[src/rtl/load_sequencer_if.sv]
// -----------------------------------------------------------------------------
// load_sequencer_if
// Reload-value request channel between a producer and load_sequencer.
//   req_valid : producer offers req_data this cycle
//   req_data  : reload value (WIDTH bits)
//   req_ready : consumer can accept a value this cycle
// A value transfers on a rising edge where req_valid and req_ready are both 1.
// Modports: master = producer side, slave = consumer (load_sequencer) side.
// -----------------------------------------------------------------------------
interface load_sequencer_if #(
    parameter int WIDTH = 4
);
    logic             req_valid;
    logic [WIDTH-1:0] req_data;
    logic             req_ready;

    modport master (
        output req_valid,
        output req_data,
        input  req_ready
    );

    modport slave (
        input  req_valid,
        input  req_data,
        output req_ready
    );
endinterface : load_sequencer_if

[src/rtl/load_sequencer.sv]
// -----------------------------------------------------------------------------
// load_sequencer
// Upstream feeder for a WIDTH-bit loadable up-counter. Reload values arrive
// over the req channel and are buffered in a DEPTH-entry FIFO. When the
// counter reaches its pre-terminal value (TERM_VAL-1), or force_i is raised,
// the FIFO head is issued as a one-cycle load pulse so that the counter takes
// the new value instead of wrapping. A wrap (or force) with an empty FIFO is
// flagged as a sticky underrun.
//
// Ports:
//   clk            in   rising-edge clock
//   reset          in   synchronous active-high reset
//   req            slave modport of load_sequencer_if (valid/data/ready)
//   force_i        in   load FIFO head at next edge regardless of count
//   count_i        in   counter's current registered value
//   clr_i          in   clears the sticky underrun flag (and counter)
//   load_o         out  registered one-cycle load pulse
//   load_val_o     out  registered load value, holds between loads
//   fifo_level_o   out  number of stored entries
//   underrun_o     out  sticky underrun flag
//   underrun_cnt_o out  8-bit saturating underrun counter
//                       (only with LOAD_SEQUENCER_UNDERRUN_CNT_EN defined)
//
// Optional feature macro: LOAD_SEQUENCER_UNDERRUN_CNT_EN
// -----------------------------------------------------------------------------
module load_sequencer #(
    parameter int               WIDTH    = 4,
    parameter int               DEPTH    = 4,
    parameter logic [WIDTH-1:0] TERM_VAL = {WIDTH{1'b1}}
) (
    input  logic                     clk,
    input  logic                     reset,
    load_sequencer_if.slave          req,
    input  logic                     force_i,
    input  logic [WIDTH-1:0]         count_i,
    input  logic                     clr_i,
    output logic                     load_o,
    output logic [WIDTH-1:0]         load_val_o,
    output logic [$clog2(DEPTH):0]   fifo_level_o,
    output logic                     underrun_o
`ifdef LOAD_SEQUENCER_UNDERRUN_CNT_EN
    ,
    output logic [7:0]               underrun_cnt_o
`endif
);
    localparam int AW = $clog2(DEPTH);
    localparam int LW = AW + 1;

    // Pre-terminal value; subtraction wraps modulo 2^WIDTH by construction.
    localparam logic [WIDTH-1:0] TRIG_VAL = TERM_VAL - WIDTH'(1);

    typedef enum logic [1:0] {
        ST_IDLE  = 2'd0,
        ST_ARMED = 2'd1,
        ST_LOAD  = 2'd2,
        ST_HOLD  = 2'd3
    } state_t;

    state_t           state_q, state_d;
    logic [WIDTH-1:0] mem_q [DEPTH];
    logic [AW-1:0]    wr_ptr_q, wr_ptr_d;
    logic [AW-1:0]    rd_ptr_q, rd_ptr_d;
    logic [LW-1:0]    level_q, level_d;
    logic             ready_q, ready_d;
    logic             load_q, load_d;
    logic [WIDTH-1:0] load_val_q, load_val_d;
    logic             underrun_q, underrun_d;
`ifdef LOAD_SEQUENCER_UNDERRUN_CNT_EN
    logic [7:0]       ur_cnt_q, ur_cnt_d;
`endif

    logic fire_s;
    logic push_s;
    logic pop_s;
    logic underrun_set_s;

    assign fire_s = (count_i == TRIG_VAL) || force_i;
    // ready_q is the registered not-full flag, so a full FIFO never accepts,
    // even when a pop happens in the same cycle.
    assign push_s = req.req_valid && ready_q;

    // Next-state, FIFO bookkeeping and output computation.
    always_comb begin
        state_d        = state_q;
        pop_s          = 1'b0;
        load_d         = 1'b0;
        load_val_d     = load_val_q;
        underrun_set_s = 1'b0;

        // Load decision: only ARMED pops; IDLE flags underrun; LOAD/HOLD ignore.
        case (state_q)
            ST_IDLE: begin
                if (fire_s) begin
                    underrun_set_s = 1'b1;
                end else begin
                    underrun_set_s = 1'b0;
                end
            end
            ST_ARMED: begin
                if (fire_s) begin
                    pop_s      = 1'b1;
                    load_d     = 1'b1;
                    load_val_d = mem_q[rd_ptr_q];
                end else begin
                    pop_s      = 1'b0;
                end
            end
            ST_LOAD: begin
                pop_s = 1'b0;
            end
            ST_HOLD: begin
                pop_s = 1'b0;
            end
            default: begin
                pop_s = 1'b0;
            end
        endcase

        case ({push_s, pop_s})
            2'b10:   level_d = level_q + LW'(1);
            2'b01:   level_d = level_q - LW'(1);
            default: level_d = level_q;
        endcase

        if (push_s) begin
            wr_ptr_d = wr_ptr_q + AW'(1);
        end else begin
            wr_ptr_d = wr_ptr_q;
        end

        if (pop_s) begin
            rd_ptr_d = rd_ptr_q + AW'(1);
        end else begin
            rd_ptr_d = rd_ptr_q;
        end

        ready_d = (level_d != LW'(DEPTH));

        // State transitions use level_d so ARMED coincides with a visible entry.
        case (state_q)
            ST_IDLE: begin
                if (level_d != LW'(0)) begin
                    state_d = ST_ARMED;
                end else begin
                    state_d = ST_IDLE;
                end
            end
            ST_ARMED: begin
                if (pop_s) begin
                    state_d = ST_LOAD;
                end else begin
                    state_d = ST_ARMED;
                end
            end
            ST_LOAD: begin
                state_d = ST_HOLD;
            end
            ST_HOLD: begin
                // Blackout cycle: a loaded TERM_VAL-1 shows up on count_i here.
                if (level_d != LW'(0)) begin
                    state_d = ST_ARMED;
                end else begin
                    state_d = ST_IDLE;
                end
            end
            default: begin
                state_d = ST_IDLE;
            end
        endcase

        // Set wins over clear.
        if (underrun_set_s) begin
            underrun_d = 1'b1;
        end else if (clr_i) begin
            underrun_d = 1'b0;
        end else begin
            underrun_d = underrun_q;
        end

`ifdef LOAD_SEQUENCER_UNDERRUN_CNT_EN
        // Increment wins over clear; with both, the count restarts at 1.
        if (underrun_set_s && clr_i) begin
            ur_cnt_d = 8'd1;
        end else if (underrun_set_s) begin
            if (ur_cnt_q == 8'd255) begin
                ur_cnt_d = 8'd255;
            end else begin
                ur_cnt_d = ur_cnt_q + 8'd1;
            end
        end else if (clr_i) begin
            ur_cnt_d = 8'd0;
        end else begin
            ur_cnt_d = ur_cnt_q;
        end
`endif
    end

    // Control state, pointers and registered outputs.
    always_ff @(posedge clk) begin
        if (reset) begin
            state_q    <= ST_IDLE;
            wr_ptr_q   <= '0;
            rd_ptr_q   <= '0;
            level_q    <= '0;
            ready_q    <= 1'b1;
            load_q     <= 1'b0;
            load_val_q <= '0;
            underrun_q <= 1'b0;
`ifdef LOAD_SEQUENCER_UNDERRUN_CNT_EN
            ur_cnt_q   <= 8'd0;
`endif
        end else begin
            state_q    <= state_d;
            wr_ptr_q   <= wr_ptr_d;
            rd_ptr_q   <= rd_ptr_d;
            level_q    <= level_d;
            ready_q    <= ready_d;
            load_q     <= load_d;
            load_val_q <= load_val_d;
            underrun_q <= underrun_d;
`ifdef LOAD_SEQUENCER_UNDERRUN_CNT_EN
            ur_cnt_q   <= ur_cnt_d;
`endif
        end
    end

    // FIFO storage; no reset needed since pointers/level gate all reads.
    always_ff @(posedge clk) begin
        if (push_s && !reset) begin
            mem_q[wr_ptr_q] <= req.req_data;
        end
    end

    assign req.req_ready  = ready_q;
    assign load_o         = load_q;
    assign load_val_o     = load_val_q;
    assign fifo_level_o   = level_q;
    assign underrun_o     = underrun_q;
`ifdef LOAD_SEQUENCER_UNDERRUN_CNT_EN
    assign underrun_cnt_o = ur_cnt_q;
`endif

endmodule : load_sequencer

[src/flat_wrapper.sv]
// flat-port wrapper written by rule: the top's interface ports become plain ports
module load_sequencer_flat 
#(
    parameter int               WIDTH    = 4,
    parameter int               DEPTH    = 4,
    parameter logic [WIDTH-1:0] TERM_VAL = {WIDTH{1'b1}}
)
  (clk, reset, force_i, count_i, clr_i, load_o, load_val_o, fifo_level_o, underrun_o, req_req_valid, req_req_data, req_req_ready);
  load_sequencer_if #(.WIDTH(WIDTH)) req_i ();
  input  logic clk;
  input  logic reset;
  input  logic force_i;
  input  logic [WIDTH-1:0] count_i;
  input  logic clr_i;
  output logic load_o;
  output logic [WIDTH-1:0] load_val_o;
  output logic [$clog2(DEPTH):0] fifo_level_o;
  output logic underrun_o;
  input wire logic [$bits(req_i.req_valid)-1:0] req_req_valid;
  input wire logic [$bits(req_i.req_data)-1:0] req_req_data;
  output wire logic [$bits(req_i.req_ready)-1:0] req_req_ready;
  assign req_i.req_valid = req_req_valid;
  assign req_i.req_data = req_req_data;
  assign req_req_ready = req_i.req_ready;
  load_sequencer #(.WIDTH(WIDTH), .DEPTH(DEPTH), .TERM_VAL(TERM_VAL)) u_core (.clk(clk), .reset(reset), .req(req_i), .force_i(force_i), .count_i(count_i), .clr_i(clr_i), .load_o(load_o), .load_val_o(load_val_o), .fifo_level_o(fifo_level_o), .underrun_o(underrun_o));
endmodule
[config.mk]
export PLATFORM = sky130hd
export DESIGN_NAME = load_sequencer_flat
export DESIGN_NICKNAME = d
export VERILOG_FILES = /design/src/rtl/load_sequencer_if.sv /design/src/rtl/load_sequencer.sv /design/src/flat_wrapper.sv
export SDC_FILE = /design/constraint.sdc
export NUM_CORES = 1
export LEC_CHECK = 0
export BUFFER_PORTS_ARGS = -buffer_cell sky130_fd_sc_hd__clkbuf_2
export CAP_MARGIN = 15
export CORE_MARGIN = 4
export CORE_UTILIZATION = 45
export CTS_BUF_LIST = sky130_fd_sc_hd__clkbuf_2 sky130_fd_sc_hd__clkbuf_4 sky130_fd_sc_hd__clkbuf_8
export DETAILED_ROUTE_END_ITERATION = 12
export GPL_TIMING_DRIVEN = 0
export HOLD_SLACK_MARGIN = 0.12
export PLACE_DENSITY = 0.66
export SLEW_MARGIN = 10
export SYNTH_ARGS = -nofsm -noshare
export SYNTH_HDL_FRONTEND = slang
export SYNTH_SLANG_ARGS = --single-unit
[constraint.sdc]
create_clock -name clk -period 2.8 [get_ports clk]
set_input_delay 0 -clock clk [delete_from_list [all_inputs] [get_ports clk]]
set_output_delay 0 -clock clk [all_outputs]
set_load 0.03 [all_outputs]
# Word-level counts from Yosys, hierarchy flattened
# Memories as Yosys holds them, arrays and structs flattened. A register that Yosys moved wholly into a read port is not among the register bits.
# Index checks and enable logic that the tools add are counted.
[classes]
addsub = 4
mux = 11
n_eq_ne = 7
n_reduce_logical = 9
[op_table]
columns = ["op", "n"]
rows = [
  ["1-bit 2-to-1 mux", 8],
  ["2-bit == test, second input constant", 3],
  ["2-bit one-hot mux with 3 select lines", 1],
  ["3-bit one-hot mux with 2 select lines", 1],
  ["2-bit by 1-bit adder with 2-bit output, second input constant", 2],
  ["2-bit by 1-bit == test with 1-bit output, second input constant", 2],
  ["4-bit == test, second input constant", 1],
  ["3-bit by 1-bit adder with 3-bit output, second input constant", 1],
  ["3-bit inequality test, second input constant", 1],
  ["3-bit nonzero test", 1],
  ["3-bit by 1-bit subtractor with 3-bit output, second input constant", 1],
  ["1-bit logical AND", 2],
  ["2-bit logical NOT", 1],
  ["2-bit 2-to-1 mux", 1],
  ["2-bit AND reduction", 1],
  ["2-bit nonzero test", 1],
  ["2-bit OR reduction", 1],
  ["1-bit logical NOT", 1],
  ["1-bit logical OR", 1],
]
[totals]
ff_bits = 12
inputBits = 13
elab_cells = 39
out_inout_bits = 10
ramBits = 16
memories = 1
[memory_table]
columns = ["name", "words", "width", "rd", "rd_clocked_by_memory_dff", "wr", "line", "text"]
rows = [
  ["u_core.mem_q", 4, 4, 1, 1, 1, "load_sequencer.sv:60", "logic [WIDTH-1:0] mem_q [DEPTH];"],
]

# Logic depth before layout (Yosys ltp)
# Gate-level depths: netlist (run 1).
[logic_depth]
depth_word = 9
mapped_depth = 10
depth_no_buf = 10

# Least setup slack after synthesis (run 1)
# Ideal clock, no wire load.
[synth_timing]
path_kind = "reg2reg"
startpoint = "register u_core.state_q[1]"
endpoint = "register u_core.ready_q, in the netlist u_core.req.req_ready"
arrival_time_ns = 2.057
slack_ns = 0.616
stages_incl_launch_ff = 11
path_cell_list = "dfxtp_1 > inv_1 > ha_1 > o21ai_4 > inv_1 > ha_1 > fa_1 > xnor2_1 > nor2_1 > xnor2_1 > or3_1"
[synth_between]
elab_chain_len = 5
elab_cells_between_ends = 6
classes_between = "eq/ne: 4; mux: 2"
[synth_lines]
columns = ["item", "line", "text"]
rows = [
  ["start, declared", "load_sequencer.sv:59", "state_t state_q, state_d;"],
  ["start signal, assigned", "load_sequencer.sv:213", "state_q <= state_d;"],
  ["2-bit by 1-bit == test with 1-bit output *", "load_sequencer.sv:91", "case (state_q)"],
  ["1-bit 2-to-1 mux *", "load_sequencer.sv:91", ""],
  ["2-bit by 1-bit == test with 1-bit output / 2-bit == test (equally long branches)", "load_sequencer.sv:119", "case ({push_s, pop_s})"],
  ["3-bit one-hot mux with 2 select lines *", "load_sequencer.sv:119", ""],
  ["3-bit inequality test *", "load_sequencer.sv:137", "ready_d = (level_d != LW'(DEPTH));"],
  ["end signal, assigned", "load_sequencer.sv:217", "ready_q <= ready_d;"],
  ["end, declared", "load_sequencer.sv:64", "logic ready_q, ready_d;"],
]
# Every way passes the cells marked *; elsewhere a longest branch is shown, timed or not.
# A chain may end at the register's enable or synchronous reset.

# Worst setup path in the final report (run 1)
# Same ends and word-level chain as after synthesis.

==> qor.yml, run 1 <==
grt_max_degree: 11
yosysSeqAreaShare_pct: 59.1
crit_start: "u_core.state_q[1]$_SDFF_PP0_"
wl_um: 2380
required_ns: 3.02
ys_types: 26
hpwl_um: 1710
cp-start-kind: "flop"
whs_ns: 0.158
clockBufferDepth: 2
p_leak_nw: 0.714
finalWeightedCongestion: 0.676
area_growth_pct: 25.0
synth_top_cell_by_area: "edfxtp_1"
core_region_area_um2: 2810
path_clk_slew_ns: 0.10
synthArstFlopShare_pct: 0
r2r-start: "u_core.state_q[1]$_SDFF_PP0_"
synth_nets: 124
drv_cap: 0
layout-drive-gt1-share_pct: 24.6
finalHoldViolations: 0
avgRoutedWirePerCell_um: 13.8
cts_root_buf: "clkbuf_4"
synth_area_leaders: "edfxtp_1 (35%), dfxtp_1 (24%), ha_1 (7.4%)"
syn_inst: 102
htree_levels: 2
rows: 19
worst_slew_margin_rel_pct: 67.1
viasPerCell: 4.93
final_cell_mix: "clkbuf_2 (21), nor2_1 (16), dfxtp_1 (16), edfxtp_1 (16), dlygate4sd3_1 (11)"
ys_warn_count: 0
setup_violations: 0
placed_area_um2: 1500
hp-class: "input port to flop"
grt_overflow: 0
end_kind: "flop"
synth_seq_cells: 32
fin_crit_sh_pct: 85.4
slowest_delay_ns: 0.39
p_per_area_nw_per_um2: 798
fillers: 243
layout_commonest_cell: "clkbuf_2"
fmax_ghz: 0.418
firstDrtPassIters: 4
fin_crit_ns: 2.39
grt.total_usage_pct: 14.3
dieArea_um2: 3950
grt_pass1_vias: 925
r2r_end: "u_core.req.req_ready$_SDFF_PP1_"
multi_input_area_um2: 517
die_w_um: 62.9
worst_clock_skew_ns: 0.00790
critical_path_class: "flop to flop"
peakVddDrop_mv: 0.524
final_area_um2: 1690
critPathCapture: "u_core.req.req_ready$_SDFF_PP1_"
postCtsSetupBuffers: 0
finalPower_mw: 1.35
synth_flop_cell: "edfxtp_1"
status: "completed"
tns_ns: 0
crit_fanout: 8
cts_tree: "yes"
cp_slowest_cell: "fa_1"
diodes: 0
antenna_found_initial: 0
route.detailed.drc: 0
pin_count: 23
worstPathCellList: "inv_1 > ha_1 > o21ai_4 > inv_1 > ha_1 > fa_1 > xnor2_1 > nor2_1 > xnor2_1 > or3_1"
start_util_pct: 48.3
final_nets: 163
io_buffers: 21
rsz0062_at_grt: "false"
post-synth-top-area-fraction_pct: 35.5
regToRegSetupSlack_ns: 0.41
seq_area_um2: 801
worst_pin_slew_ns: 0.494
slew_violations: 0
crit_arrival_ns: 2.61
cts.sinks: 32
die_h_um: 62.9
synth_edf_count: 16
synth_area_um2: 1360
ant_nets: 0
cts_buffers: 5
via_count: 853
syn_area_per_cell_um2: 13.3
clkLatencyLatePin_ns: 0.33
ff2ff_path_depth: 10
grt_pass1_wl_um: 4240
drtIter0Drc: 23
state kept, by name (all words and copies together) (netlist names):
| register | count |
|---|---|
| u_core.mem_q | 16 |
| u_core.load_val_o | 4 |
| u_core.fifo_level_o | 3 |
| u_core.rd_ptr_q | 2 |
| u_core.state_q | 2 |
| u_core.wr_ptr_q | 2 |
| u_core.load_o | 1 |
| u_core.req.req_ready | 1 |
| u_core.underrun_o | 1 |
synthesized netlist by cell type, types with 2 or more instances:
master	instances
dfxtp_1	16
mux4_2	4
xnor2_1	3
edfxtp_1	16
nand2_1	3
nor2_1	16
inv_1	5
xor2_1	3
mux2i_1	5
ha_1	8
a21oi_1	4
clkbuf_1	2
and2_1	4
worst max-delay path, delay by kind of cell, from the launching register on:
kind,cells,cell delay [ns]
AOI/OAI and AO/OA,1,0.17
xor gates and xnor gates,2,0.32
adders and majority gates,3,0.90
buffers and inverters,2,0.14
DFF,1,0.35
and+or+nand+nor,2,0.40
logic make-up (layout without fill, tap and decap cells):
| kind of cell | Yosys count | in the layout | share of synthesized area [%] |
|---|---|---|---|
| fa+ha+maj | 9 | 9 | 8.86 |
| flops | 32 | 32 | 59.1 |
| buf+inv | 8 | 48 | 2.77 |
| xor+xnor | 6 | 6 | 3.88 |
| compound gates | 8 | 8 | 4.16 |
| simple gates | 30 | 30 | 10.9 |
| mux | 9 | 9 | 10.3 |
final cells by class:
type                    instances  share of cell area (%)
repair buffers                 32                    12.7
plain buffers                   3                    1.11
clock inverters                 2                    1.99
well taps                      31                    2.29
clock buffers                   6                    3.03
flip-flops and latches         32                    47.3
multi-input cells              62                    30.5
inverters                       5                    1.11
metrics by stage:
stage | setup slack, ns | utilization, % | std cells
floorplan | 0.616 | - | 102
global placement | 0.475 | 53.4 | 154
detailed placement | 0.441 | 53.4 | 154
CTS | 0.405 | 60.4 | 173
global route | 0.242 | 60.4 | 173
finish | 0.410 | 60.4 | 173
routing by layer:
metal  track usage, %  vias to the layer above  wire, um
met5                0                        -         0
met1             15.8                      395      1010
met3             6.12                        5       121
li1                 -                      435         -
met2             23.6                       18      1190
met4             6.61                        0        51
timing repair:
| action | CTS | global route |
|---|---|---|
| gates resized for setup | 0 | 0 |
| endpoints found under the hold margin | 24 | 0 |
| hold buffers | 11 | 0 |
power by group:
group,internal (mW),switching (mW)
Sequential,0.551,0.0407
Combinational,0.170,0.222
Clock,0.210,0.159
Total,0.930,0.421
worst min-delay path by stage:
stage / startpoint / to / slack, ns / depth (start not counted)
2_1_floorplan: req_req_data[0] / u_core.mem_q[0][0]$_DFFE_PP_ / 0.1 / 0
3_3_place_gp: req_req_data[3] / u_core.mem_q[2][3]$_DFFE_PP_ / 0.22 / 1
3_5_place_dp: req_req_data[3] / u_core.mem_q[3][3]$_DFFE_PP_ / 0.22 / 1
4_1_cts: count_i[2] / u_core.state_q[1]$_SDFF_PP0_ / 0.14 / 4
5_1_grt: count_i[2] / u_core.state_q[1]$_SDFF_PP0_ / 0.15 / 4
6_report: count_i[2] / u_core.state_q[1]$_SDFF_PP0_ / 0.16 / 4
Note: power is estimated with default switching activity, not from simulation.
==> inputs of run 2 (changes only) <==
==> constraint.sdc (replaced) <==
create_clock -name clk -period 2.8 [get_ports clk]
set_input_delay 0.56 -clock clk [delete_from_list [all_inputs] [get_ports clk]]
set_output_delay 0.56 -clock clk [all_outputs]
set_load 0.03 [all_outputs]
==> qor.yml, run 2 (synthesis results as in run 1) <==
htree_levels: 2
hpwl_um: 1710
wl_um: 2260
fmax_ghz: 0.420
layout-drive-gt1-share_pct: 26.7
clockBufferDepth: 2
path_clk_slew_ns: 0.10
pin_count: 23
final_nets: 152
p_per_area_nw_per_um2: 840
dp_cells: 154
clkLatencyLatePin_ns: 0.33
crit_fanout: 8
finalWeightedCongestion: 0.676
end_kind: "flop"
regMostFlops: "u_core.mem_q"
cts_root_buf: "clkbuf_4"
whs_ns: 0.440
grt_overflow: 0
cts_hold_buf: 0
slew_violations: 0
die_w_um: 62.9
rows: 19
cts_tree: "yes"
fillers: 253
cts-resized-gates: 0
tns_ns: 0
drv_cap: 0
cts.sinks: 32
fin_crit_ns: 2.38
worst_slew_margin_rel_pct: 66.9
via_count: 817
postCtsSetupBuffers: 0
layout_setup_ws_ns: 0.419
drtIter0Drc: 21
critical_path_class: "flop to flop"
cts_buffers: 5
diodes: 0
layout_commonest_cell: "clkbuf_2"
grt_max_degree: 11
ant_nets: 0
viasPerCell: 5.04
core_region_area_um2: 2810
antenna_found_initial: 0
pre_cts_ws_ns: 0.102
hp-class: "input port to flop"
largest_reg_flops: 16
area_growth_pct: 16.9
firstDrtPassIters: 4
io_buffers: 21
worst_clock_skew_ns: 0.00711
grt.total_usage_pct: 13.6
finalHoldViolations: 0
grt_pass1_wl_um: 4020
p_leak_nw: 0.662
layout.cells.non_filler: 162
final_cell_mix: "clkbuf_2 (21), nor2_1 (16), dfxtp_1 (16), edfxtp_1 (16), ha_1 (8)"
peakVddDrop_mv: 0.521
start_util_pct: 48.3
grt_pass1_vias: 870
required_ns: 3.02
crit_arrival_ns: 2.60
rsz0062_at_grt: "false"
route.detailed.drc: 0
cp-start-kind: "flop"
status: "completed"
avgRoutedWirePerCell_um: 13.9
dieArea_um2: 3950
fin_crit_sh_pct: 85.0
die_h_um: 62.9
setup_violations: 0
worst_pin_slew_ns: 0.496
run 2: cell count changes in the layout (fill, tap and decap cells not counted), sizes merged:
cell,change
dlygate4sd3,-11
run 2: path summary, 6_finish.rpt:
path / cells past startpoint / from / endpoint / slack, ns
hold / removal: 1 / req_req_data[3] / u_core.mem_q[3][3]$_DFFE_PP_ / 0.44
hold reg to reg: 2 / u_core.underrun_o$_SDFFE_PP0P_ / u_core.underrun_o$_SDFFE_PP0P_ / 0.49
setup / recovery: 10 / u_core.state_q[1]$_SDFF_PP0_ / u_core.req.req_ready$_SDFF_PP1_ / 0.42
setup reg to reg: 10 / u_core.state_q[1]$_SDFF_PP0_ / u_core.req.req_ready$_SDFF_PP1_ / 0.42
run 2: layout make-up:
class | count | area [um^2] | share of cell area (%)
repair buffers | 21 | 105 | 6.64
inverters | 5 | 18.8 | 1.18
well taps | 31 | 38.8 | 2.45
plain buffers | 3 | 18.8 | 1.18
flip-flops and latches | 32 | 801 | 50.6
clock buffers | 6 | 51.3 | 3.24
multi-input cells | 62 | 517 | 32.6
clock inverters | 2 | 33.8 | 2.13
run 2: power by group:
part	total [mW]	switching [mW]	leakage (nW)	internal, mW
Sequential	0.591	0.0403	0.276	0.551
Combinational	0.372	0.218	0.340	0.155
Clock	0.367	0.157	0.0459	0.210
Total	1.33	0.415	0.662	0.915
run 2: critical path, stage by stage (launching register included):
cell     delay, ns
dfxtp_1       0.35
inv_1         0.06
ha_1          0.26
o21ai_4       0.16
inv_1         0.08
ha_1          0.25
fa_1          0.39
xnor2_1       0.16
nor2_1        0.07
xnor2_1       0.16
or3_1         0.33
run 2: stage by stage:
stage                     instance area (um^2)  utilization (%)  power (mW)
final                                     1580             56.5        1.33
after global placement                    1500             53.4       0.962
after detailed placement                  1500             53.4       0.978
after CTS                                 1580             56.5        1.35
after floorplan                           1360                -       0.884
after global routing                      1580             56.5        1.43
run 2: routing by layer:
layer	track usage [%]	routed length, um	vias to the layer above
met5	0	0	-
met4	6.61	51	0
li1	-	-	411
met1	15.4	963	383
met2	21.7	1130	18
met3	6.12	115	5
